$ cat config.mk
export PLATFORM = sky130hd
export DESIGN_NAME = bus_arbiter
export DESIGN_NICKNAME = d
export VERILOG_FILES = /design/src/rtl/bus_arb_pkg.sv /design/src/rtl/grant_counter.sv /design/src/rtl/bus_arbiter.sv
export SDC_FILE = /design/constraint.sdc
export NUM_CORES = 1
export LEC_CHECK = 0
export CAP_MARGIN = 20
export CORE_AREA = 3 3 40 42
export DETAILED_ROUTE_END_ITERATION = 7
export DIE_AREA = 0 0 43 45
export GPL_ROUTABILITY_DRIVEN = 0
export PLACE_DENSITY = 0.46
export SYNTH_ARGS = -nofsm -noshare
export SYNTH_HDL_FRONTEND = slang
export SYNTH_HIERARCHICAL = 1
export SYNTH_SLANG_ARGS = --single-unit
$ cat constraint.sdc
create_clock -name CLK -period 1.6 [get_ports CLK]
set_input_delay 0.32 -clock CLK [delete_from_list [all_inputs] [get_ports CLK]]
set_output_delay 0.32 -clock CLK [all_outputs]
set_load 0.02 [all_outputs]
$ cat src/rtl/bus_arb_pkg.sv
// Shared definitions for the CPU/DMA bus arbiter: state encoding, bus
// select values and parameter defaults.
package bus_arb_pkg;

    localparam int unsigned TIMEOUT_DEFAULT = 64;
    localparam int unsigned CNT_W_DEFAULT   = 8;

    typedef logic [1:0] arb_state_t;

    localparam arb_state_t ST_IDLE     = 2'd0;
    localparam arb_state_t ST_WAIT_CPU = 2'd1;
    localparam arb_state_t ST_GRANT    = 2'd2;
    localparam arb_state_t ST_RELEASE  = 2'd3;

    localparam logic BUS_CPU = 1'b0;
    localparam logic BUS_DMA = 1'b1;

endpackage

$ cat src/rtl/grant_counter.sv
// Saturating grant-cycle counter with clear, increment enable and a
// terminal-count flag at TIMEOUT-1.
module grant_counter #(
    parameter int unsigned CNT_W   = 8,
    parameter int unsigned TIMEOUT = 64
) (
    input  logic             CLK,
    input  logic             RESET,
    input  logic             clr,
    input  logic             inc,
    output logic [CNT_W-1:0] cnt,
    output logic             tc_c
);

    // Count grant cycles; hold at all-ones instead of wrapping.
    always_ff @(posedge CLK) begin
        if (RESET || clr) begin
            cnt <= '0;
        end else if (inc && (cnt != '1)) begin
            cnt <= cnt + CNT_W'(1);
        end
    end

    assign tc_c = (cnt == CNT_W'(TIMEOUT - 1));

endmodule

$ cat src/rtl/bus_arbiter.sv
// CPU/DMA shared memory bus arbiter. Grants the bus to the DMA only when
// no CPU access is in flight, stalls the CPU during the grant and pulses a
// completion interrupt on hand-back.
// Optional: define GRANT_TIMEOUT_EN to force a release after TIMEOUT grant
// cycles and raise a sticky grant_err.
module bus_arbiter
    import bus_arb_pkg::*;
#(
    parameter int unsigned TIMEOUT = TIMEOUT_DEFAULT,
    parameter int unsigned CNT_W   = CNT_W_DEFAULT
) (
    input  logic CLK,
    input  logic RESET,
    input  logic BR,
    input  logic dma_done,
    input  logic cpu_mem_req,
    input  logic cpu_mem_busy,
    output logic BG,
    output logic bus_sel,
    output logic cpu_stall,
    output logic cpu_irq,
    output logic grant_err
);

    arb_state_t       state;
    arb_state_t       state_nxt;
    logic             irq_nxt;
    logic [CNT_W-1:0] cnt;
    logic             tc_c;

`ifdef GRANT_TIMEOUT_EN
    logic blocked;
    logic blocked_nxt;
    logic err_nxt;
`endif

    grant_counter #(
        .CNT_W   (CNT_W),
        .TIMEOUT (TIMEOUT)
    ) u_grant_counter (
        .CLK   (CLK),
        .RESET (RESET),
        .clr   (state != ST_GRANT),
        .inc   (state == ST_GRANT),
        .cnt   (cnt),
        .tc_c  (tc_c)
    );

    // Next-state and next-output decode.
    always_comb begin
        state_nxt = state;
        irq_nxt   = 1'b0;
`ifdef GRANT_TIMEOUT_EN
        blocked_nxt = blocked;
        err_nxt     = grant_err;
`endif
        case (state)
            ST_IDLE: begin
`ifdef GRANT_TIMEOUT_EN
                // After a forced release BR must be seen low before re-granting.
                if (!BR) begin
                    blocked_nxt = 1'b0;
                end else if (!blocked) begin
                    state_nxt = cpu_mem_busy ? ST_WAIT_CPU : ST_GRANT;
                end
`else
                if (BR) begin
                    state_nxt = cpu_mem_busy ? ST_WAIT_CPU : ST_GRANT;
                end
`endif
            end
            ST_WAIT_CPU: begin
                if (!BR) begin
                    state_nxt = ST_IDLE;
                end else if (!cpu_mem_busy) begin
                    state_nxt = ST_GRANT;
                end
            end
            ST_GRANT: begin
                // Completion wins over withdrawal when both occur together.
                if (dma_done) begin
                    state_nxt = ST_RELEASE;
                    irq_nxt   = 1'b1;
                end else if (!BR) begin
                    state_nxt = ST_RELEASE;
`ifdef GRANT_TIMEOUT_EN
                end else if (tc_c) begin
                    state_nxt   = ST_RELEASE;
                    err_nxt     = 1'b1;
                    blocked_nxt = 1'b1;
`endif
                end
            end
            ST_RELEASE: begin
                // BR is ignored here: the DMA is still reacting to BG falling.
                state_nxt = ST_IDLE;
            end
            default: begin
                state_nxt = ST_IDLE;
            end
        endcase
    end

    // State and registered outputs; bus_sel moves only on clock edges.
    always_ff @(posedge CLK) begin
        if (RESET) begin
            state   <= ST_IDLE;
            BG      <= 1'b0;
            bus_sel <= BUS_CPU;
            cpu_irq <= 1'b0;
        end else begin
            state   <= state_nxt;
            BG      <= (state_nxt == ST_GRANT);
            bus_sel <= (state_nxt == ST_GRANT) ? BUS_DMA : BUS_CPU;
            cpu_irq <= irq_nxt;
        end
    end

`ifdef GRANT_TIMEOUT_EN
    // Sticky timeout error and re-grant block.
    always_ff @(posedge CLK) begin
        if (RESET) begin
            grant_err <= 1'b0;
            blocked   <= 1'b0;
        end else begin
            grant_err <= err_nxt;
            blocked   <= blocked_nxt;
        end
    end
`else
    assign grant_err = 1'b0;
`endif

    assign cpu_stall = cpu_mem_req && ((state == ST_GRANT) || (state == ST_RELEASE));

    // Sanity invariants: counter is idle outside a grant, terminal count only near one.
    always_ff @(posedge CLK) begin
        if (!RESET) begin
            if ((state == ST_IDLE) || (state == ST_WAIT_CPU)) begin
                assert (cnt == '0);
            end
            if (tc_c && (TIMEOUT > 1)) begin
                assert ((state == ST_GRANT) || (state == ST_RELEASE));
            end
        end
    end

endmodule

## Yosys cells after proc, flatten, opt, wreduce, memory -nomap -nowiden

Index checks and enable logic that the tools add are counted.

- Muxes and demuxes: 9
- Divide/modulo/power cells: 0
- Multipliers: 0
- Reductions and logical operators: 4
- Bitwise gates (word level): 1
- Magnitude comparators: 0
- Equality and inequality tests: 4
- $add $sub $neg: 0
- Shifts and indexed selects: 0

Operators with widths:

| cell | number |
|---|---|
| $mux W2 | 6 |
| $pmux W2 S4 | 1 |
| $eq A2 B2 Y1 const B | 3 |
| $eq A2 B1 Y1 const B | 1 |
| $logic_not A2 Y1 | 1 |
| $mux W1 | 2 |
| $reduce_or A2 Y1 | 1 |
| $logic_and A1 B1 Y1 | 1 |
| $logic_or A1 B1 Y1 | 1 |
| $not A1 Y1 | 1 |

- Bits in latches: 0
- Memories kept: 0
- ROM bits: 0
- Bits in writable memories: 0
- Word-level logic and storage cells: 22
- Input bits: 6
- Output and inout port bits: 5
- Register bits: 5

## Longest topological paths before layout

Gate-level depths: netlist (run 1).

- Depth in word-level cells: 5
- Gate-level depth with buffers: 3
- Gate-level depth less buffers: 3

## Worst setup path after synthesis (run 1)

OpenSTA, ideal clock, no wires.

- Kind: register to output
- From: register, netlist name BG
- To: output port bus_sel
- Data arrival time: 0.595 ns
- Slack: 0.685 ns
- Cell stages (with the launch flop): 2
- Path buffers: 1
- Data required time: 1.280 ns
- Path through: dfxtp_1 -> buf_4

RTL lines:

| item | line | source |
|---|---|---|
| end: declaration | bus_arbiter.sv:19 | `output logic bus_sel,` |

## Worst setup path in the final report (run 1)

- From: input port cpu_mem_req
- To: output port cpu_stall

- Cells in the longest elaborated chain, start to end: 1

RTL lines:

| item | line | source |
|---|---|---|
| start: declaration | bus_arbiter.sv:16 | `input logic cpu_mem_req,` |
| $logic_and A1 B1 Y1 | bus_arbiter.sv:134 | `assign cpu_stall = cpu_mem_req && ((state == ST_GRANT) \|\| (state == ST_RELEASE));` |
| end: declaration | bus_arbiter.sv:20 | `output logic cpu_stall,` |

No other way between the ends.

==> results.ini, run 1 <==
[layout]
nets = 36
areaGrowthSynthToFinish_pct = 66.67
antenna-diode-count = 0
final_util_pct = 22.40
drive_above_1_share_pct = 17.86

[worst_setup_path]
arrival_ns = 1.22
cp.required_ns = 1.28
r2r-end = state[1]$_SDFF_PP0_
worstReg2RegStart = state[1]$_SDFF_PP0_
ff2ff_path_depth = 2
cpPeakStageDelay_ns = 0.45
start_kind = input port
cp_max_fo = 1
critPathSlowestCell = clkdlybuf4s50_1
critPathKind = input port to output port
r2r_slack_ns = 0.68
path_cells = clkdlybuf4s50_1 -> and2_2 -> dlygate4sd2_1
end_kind = output port

[cts]
numCtsBuffers = 3
clock_path_buffers = 2
cts_tree = done
worstSkewPairLatency_ns = 0.23
htree_num_levels = 1
cts_sinks = 4
path_clk_slew_ns = 0.04
root_buffer = clkbuf_4

[grt]
grt_first_pass_wirelength_um = 641
gr-total-overflow = 0
track_usage_pct = 4.996
grt_antenna_before_repair = 0
grt_max_degree = 6
grt_pass1_vias = 152

[routing]
wl_per_cell_um = 8.419
dr.pass1.iters = 2
route.detailed.drc = 0
vias_per_cell = 3.395
vias = 146
ant_nets = 0
first_iter_violations = 1
drt-total-wl_um = 362

[timing]
fin_setup_tns_ns = 0
finalSetupViolCount = 0
final-hold-violation-count = 0
final.setup.worst_slack_ns = 0.06422
final_max_slew_viol_count = 0
finClkSkew_ns = 0.004729
fmax_ghz = 0.6511
period_minus_slack_ns = 1.536
rsz0062_at_grt = no
fin_crit_sh_pct = 95.99

[run_status]
status = finished, final reports clean

[synth]
syn_nets = 24
synth-seq-cells = 4
post_synth.cell_area_avg_um2 = 9.593
synth.distinct_cells = 14
yosysMostFrequentCell = dfxtp_1
synthArstFlopShare_pct = 0
seq_area_frac_synth_pct = 46.38
yosys-top-cells-count = dfxtp_1 (4), buf_4 (2)
synth_edf_count = 0
yosys.area.top_type = dfxtp_1
yosysTopAreaCellShare_pct = 46.38
ys.flop_type = dfxtp_1
synth_area_leaders = dfxtp_1 (46%), buf_4 (8.7%), o22a_2 (5.8%)
netlist_instances = 18
synth_area_um2 = 172.7
yosys_warnings = 6

[die]
dieArea_um2 = 1935
die_x_um = 43
dieHeight_um = 45
rows = 13
core-area_um2 = 1285
start_util_pct = 13.44
io_pins = 11

[placement]
place_ws_ns = -0.2093
io_buffers = 9

[flow_run]
maxCapViolCount = 0

[power_and_ir_drop]
power_mw = 0.2789
max-vdd-ir-drop_uv = 324.0
leakagePower_nw = 0.1154
power_density_nw_per_um2 = 969.0

[worst_hold_path]
min_to = cpu_irq$_SDFF_PP0_
hold_depth = 2
hp-start = state[0]$_SDFF_PP0_
min_path_type = flip-flop to flip-flop

## registers in the layout (all words and copies together) (netlist names)
register	cells
state	2
BG	1
cpu_irq	1
## routing by layer
metal / part of all wire, % / global-route usage [%]
met2: 35 / 5.689
met4: 0 / 5.422
met3: 16 / 3.586
met5: 0 / 0
met1: 49 / 5.542
## cells by family (layout without fill, tap and decap cells)
kind of cell	Yosys count	count (layout)	share of synthesized area, %
flip-flops	4	4	46.38
AO/OA/AOI/OAI	3	3	12.32
buffers and inverters	2	12	8.693
AND/OR/NAND/NOR	8	8	30.44
other	1	1	2.172
## per-stage QoR
step	area, um^2	cells	hold slack [ns]
after floorplan	172.7	18	0.3891
after global placement	266.5	40	0.5479
after detailed placement	266.5	40	0.5678
after CTS	287.8	43	0.5759
after global routing	287.8	43	0.6373
final	287.8	43	0.5784
## where the power goes
| part | internal [mW] | total, mW | switching, mW |
|---|---|---|---|
| registers | 0.106 | 0.109 | 0.00315 |
| logic | 0.0258 | 0.0442 | 0.0184 |
| clock network | 0.0840 | 0.126 | 0.0419 |
## cell type report
class / count / area (um^2)
Timing Repair Buffer: 9 / 88.84
Fill cell: 137 / 997.2
Sequential cell: 4 / 80.08
Tap cell: 15 / 18.77
Multi-Input combinational cell: 12 / 77.57
Clock buffer: 3 / 22.52
## repair_timing
item | CTS | global route
endpoints found under the setup margin | 1 | 0
resized for setup | 1 | 0
setup buffers | 0 | 0
hold buffers | 0 | 0
endpoints found under the hold margin | 0 | 0
## worst max path at each step
stage / start / end / slack, ns / depth (start not counted)
floorplan: BG$_SDFF_PP0_ / bus_sel / 0.69 / 1
global placement: cpu_mem_req / cpu_stall / -0.21 / 3
detailed placement: cpu_mem_req / cpu_stall / -0.21 / 3
CTS: cpu_mem_req / cpu_stall / 0.06 / 3
global route: cpu_mem_req / cpu_stall / 0.03 / 3
finish: cpu_mem_req / cpu_stall / 0.06 / 3
## placed cells by master, fill, tap and decap left out, drive strengths merged
| master | n |
|---|---|
| nor2b | 1 |
| conb | 1 |
| clkdlybuf4s50 | 8 |
| o22a | 1 |
| or3b | 1 |
| a21oi | 1 |
| clkbuf | 3 |
| dfxtp | 4 |
| nor3b | 1 |
| dlygate4sd2 | 1 |
| o22ai | 1 |
| nand2b | 1 |
| nand2 | 1 |
| nor2 | 1 |
| and2 | 1 |
| and3b | 1 |
## worst max-delay path, delay by kind of cell
family / cells / cell delay, ns
buf+inv: 2 / 0.77
simple gates: 1 / 0.12
Note: power is estimated with default switching activity, not from simulation.
==> run 2, diff against run 1 <==
PLACE_DENSITY = default   (was 0.46)
==> run 2 against run 1 <==
Setup slack gained 0.0059 ns. Register-to-register slack is essentially flat. Worst hold slack lost 0.018 ns. Combinational power shrank 1%. Largest cell class unchanged. Largest power group unchanged.
==> results.ini, run 2 (synthesized netlist as in run 1, its figures left out) <==
[run_status]
status = finished, final reports clean

[timing]
final.setup.worst_slack_ns = 0.07015  ; +0.005921 ns
finalSetupViolCount = 0  ; unchanged
fmax_ghz = 0.6537  ; +0.39%
final_max_slew_viol_count = 0  ; unchanged
final-hold-violation-count = 0  ; unchanged
rsz0062_at_grt = no
period_minus_slack_ns = 1.530  ; -0.005921 ns
fin_crit_sh_pct = 95.62  ; -0.37 points
finClkSkew_ns = 0.005000  ; +0.0002716 ns

[worst_setup_path]
ff2ff_path_depth = 2  ; unchanged
worstReg2RegStart = state[1]$_SDFF_PP0_
critPathLaunch = cpu_mem_req
r2r_slack_ns = 0.68  ; about the same
start_kind = input port
critPathKind = input port to output port
cp_max_fo = 1  ; unchanged
arrival_ns = 1.21  ; about the same
r2r-end = state[1]$_SDFF_PP0_
cp-endpoint = cpu_stall
end_kind = output port
cp.required_ns = 1.28  ; about the same

[layout]
areaGrowthSynthToFinish_pct = 66.67  ; unchanged
final_common_cell = clkdlybuf4s50_1
largest_register_ffs = 2  ; unchanged
final_area_um2 = 287.8  ; unchanged
top_register = state
finalNonFillerCells = 43  ; unchanged
biggestRegsByFlops = state (2), BG (1), cpu_irq (1)
nets = 36  ; unchanged
drive_above_1_share_pct = 17.86  ; unchanged
fillCellCount = 148  ; +8.0%
antenna-diode-count = 0  ; unchanged
final_cell_mix = clkdlybuf4s50_1 (8), dfxtp_1 (4), clkbuf_4 (3)
final_util_pct = 22.40  ; unchanged

[cts]
cts_sinks = 4  ; unchanged
numCtsBuffers = 3  ; unchanged
htree_num_levels = 1  ; unchanged
root_buffer = clkbuf_4
cts_tree = done
clock_path_buffers = 2  ; unchanged
path_clk_slew_ns = 0.04  ; about the same
worstSkewPairLatency_ns = 0.23  ; about the same
post-cts-setup-buffers = 0  ; unchanged
postCtsHoldBufs = 0  ; unchanged

[die]
dieArea_um2 = 1935  ; unchanged
start_util_pct = 13.44  ; unchanged
io_pins = 11  ; unchanged
die_x_um = 43  ; unchanged
rows = 13  ; unchanged
dieHeight_um = 45  ; unchanged
core-area_um2 = 1285  ; unchanged

[routing]
wl_per_cell_um = 7.419  ; -12%
drt-met1-wl_um = 107  ; -40%
wl_met3_um = 21  ; -63%
wl_met2_um = 189  ; +51%
highest_layer = met3
route.detailed.drc = 0  ; unchanged
vias_per_cell = 3.465  ; +2.1%
dr.pass1.iters = 2  ; unchanged
vias = 149  ; +2.1%
first_iter_violations = 1  ; unchanged
drt-total-wl_um = 319  ; -12%
ant_nets = 0  ; unchanged

[power_and_ir_drop]
p_switching_mw = 0.05652  ; -11%
leakagePower_nw = 0.1154  ; unchanged
clockPowerShare_pct = 43.9  ; -1.2 points
internal-power_mw = 0.2151  ; -0.17%
p_seq_share_pct = 40.0  ; +1.0 points
pwr-share-comb_pct = 16.0  ; about the same
max-vdd-ir-drop_uv = 155.1  ; -52%
power_density_nw_per_um2 = 943.8  ; -2.6%
power_mw = 0.2716  ; -2.6%
switching_share_pct = 20.81  ; -1.9 points

[grt]
grt_first_pass_wirelength_um = 579  ; -9.7%
grt_pass1_vias = 158  ; +3.9%
track_usage_pct = 4.667  ; -0.33 points
grt_antenna_before_repair = 0  ; unchanged
grt_max_degree = 6  ; unchanged
gr-total-overflow = 0  ; unchanged

[placement]
io_buffers = 9  ; unchanged
placed_cell_area_um2 = 266.5  ; unchanged
place_ws_ns = -0.2024  ; +0.006953 ns
numPlacedInstances = 40  ; unchanged

[worst_hold_path]
min_path_type = flip-flop to flip-flop

[flow_run]
maxCapViolCount = 0  ; unchanged

==> run 2: power groups by stage <==
| stage | sequential [mW] | clock, mW | combinational [mW] |
|---|---|---|---|
| finish | 0.109 | 0.119 | 0.0436 |
| floorplan | 0.112 | 0 | 0.0219 |
| global route | 0.109 | 0.141 | 0.0481 |
| global placement | 0.110 | 0 | 0.0450 |
| CTS | 0.109 | 0.126 | 0.0442 |
| detailed placement | 0.110 | 0 | 0.0449 |
==> run 2: area by class of cell <==
cell class / instances / area [um^2] / area share (%)
clock buffer: 3 / 22.52 / 7.826
multi-input combinational: 12 / 77.57 / 26.96
sequential: 4 / 80.08 / 27.83
tap: 15 / 18.77 / 6.522
timing repair buffer: 9 / 88.84 / 30.87
==> run 2: critical path, stage by stage <==
cell and delay, ns:
clkdlybuf4s50_1 0.45, and2_2 0.12, dlygate4sd2_1 0.32
==> run 2: routing by layer <==
metal | up-vias | GRT usage [%]
met2 | 4 | 7.485
met5 | - | 0
met3 | 0 | 2.390
met4 | 0 | 7.229
met1 | 65 | 3.140
li1 | 80 | -
==> run 2: how the worst min path moves through the flow <==
stage,depth (start not counted),from,to
6_report,2,state[0]$_SDFF_PP0_,cpu_irq$_SDFF_PP0_
5_1_grt,2,state[0]$_SDFF_PP0_,cpu_irq$_SDFF_PP0_
4_1_cts,2,state[0]$_SDFF_PP0_,cpu_irq$_SDFF_PP0_
3_5_place_dp,2,state[0]$_SDFF_PP0_,state[1]$_SDFF_PP0_
3_3_place_gp,2,state[0]$_SDFF_PP0_,state[1]$_SDFF_PP0_
2_1_floorplan,1,RESET,state[1]$_SDFF_PP0_
==> run 2: metrics by stage <==
step / hold WS [ns] / TNS (ns)
2_1_floorplan: 0.3891 / 0
3_3_place_gp: 0.5756 / -0.2008
3_5_place_dp: 0.5700 / -0.2024
4_1_cts: 0.5725 / 0
5_1_grt: 0.6096 / 0
6_report: 0.5600 / 0
==> run 2: repair_timing <==
item / CTS / global route
gates resized for setup: 1 / 0
endpoints found under the setup margin: 1 / 0
hold endpoints to repair: 0 / 0
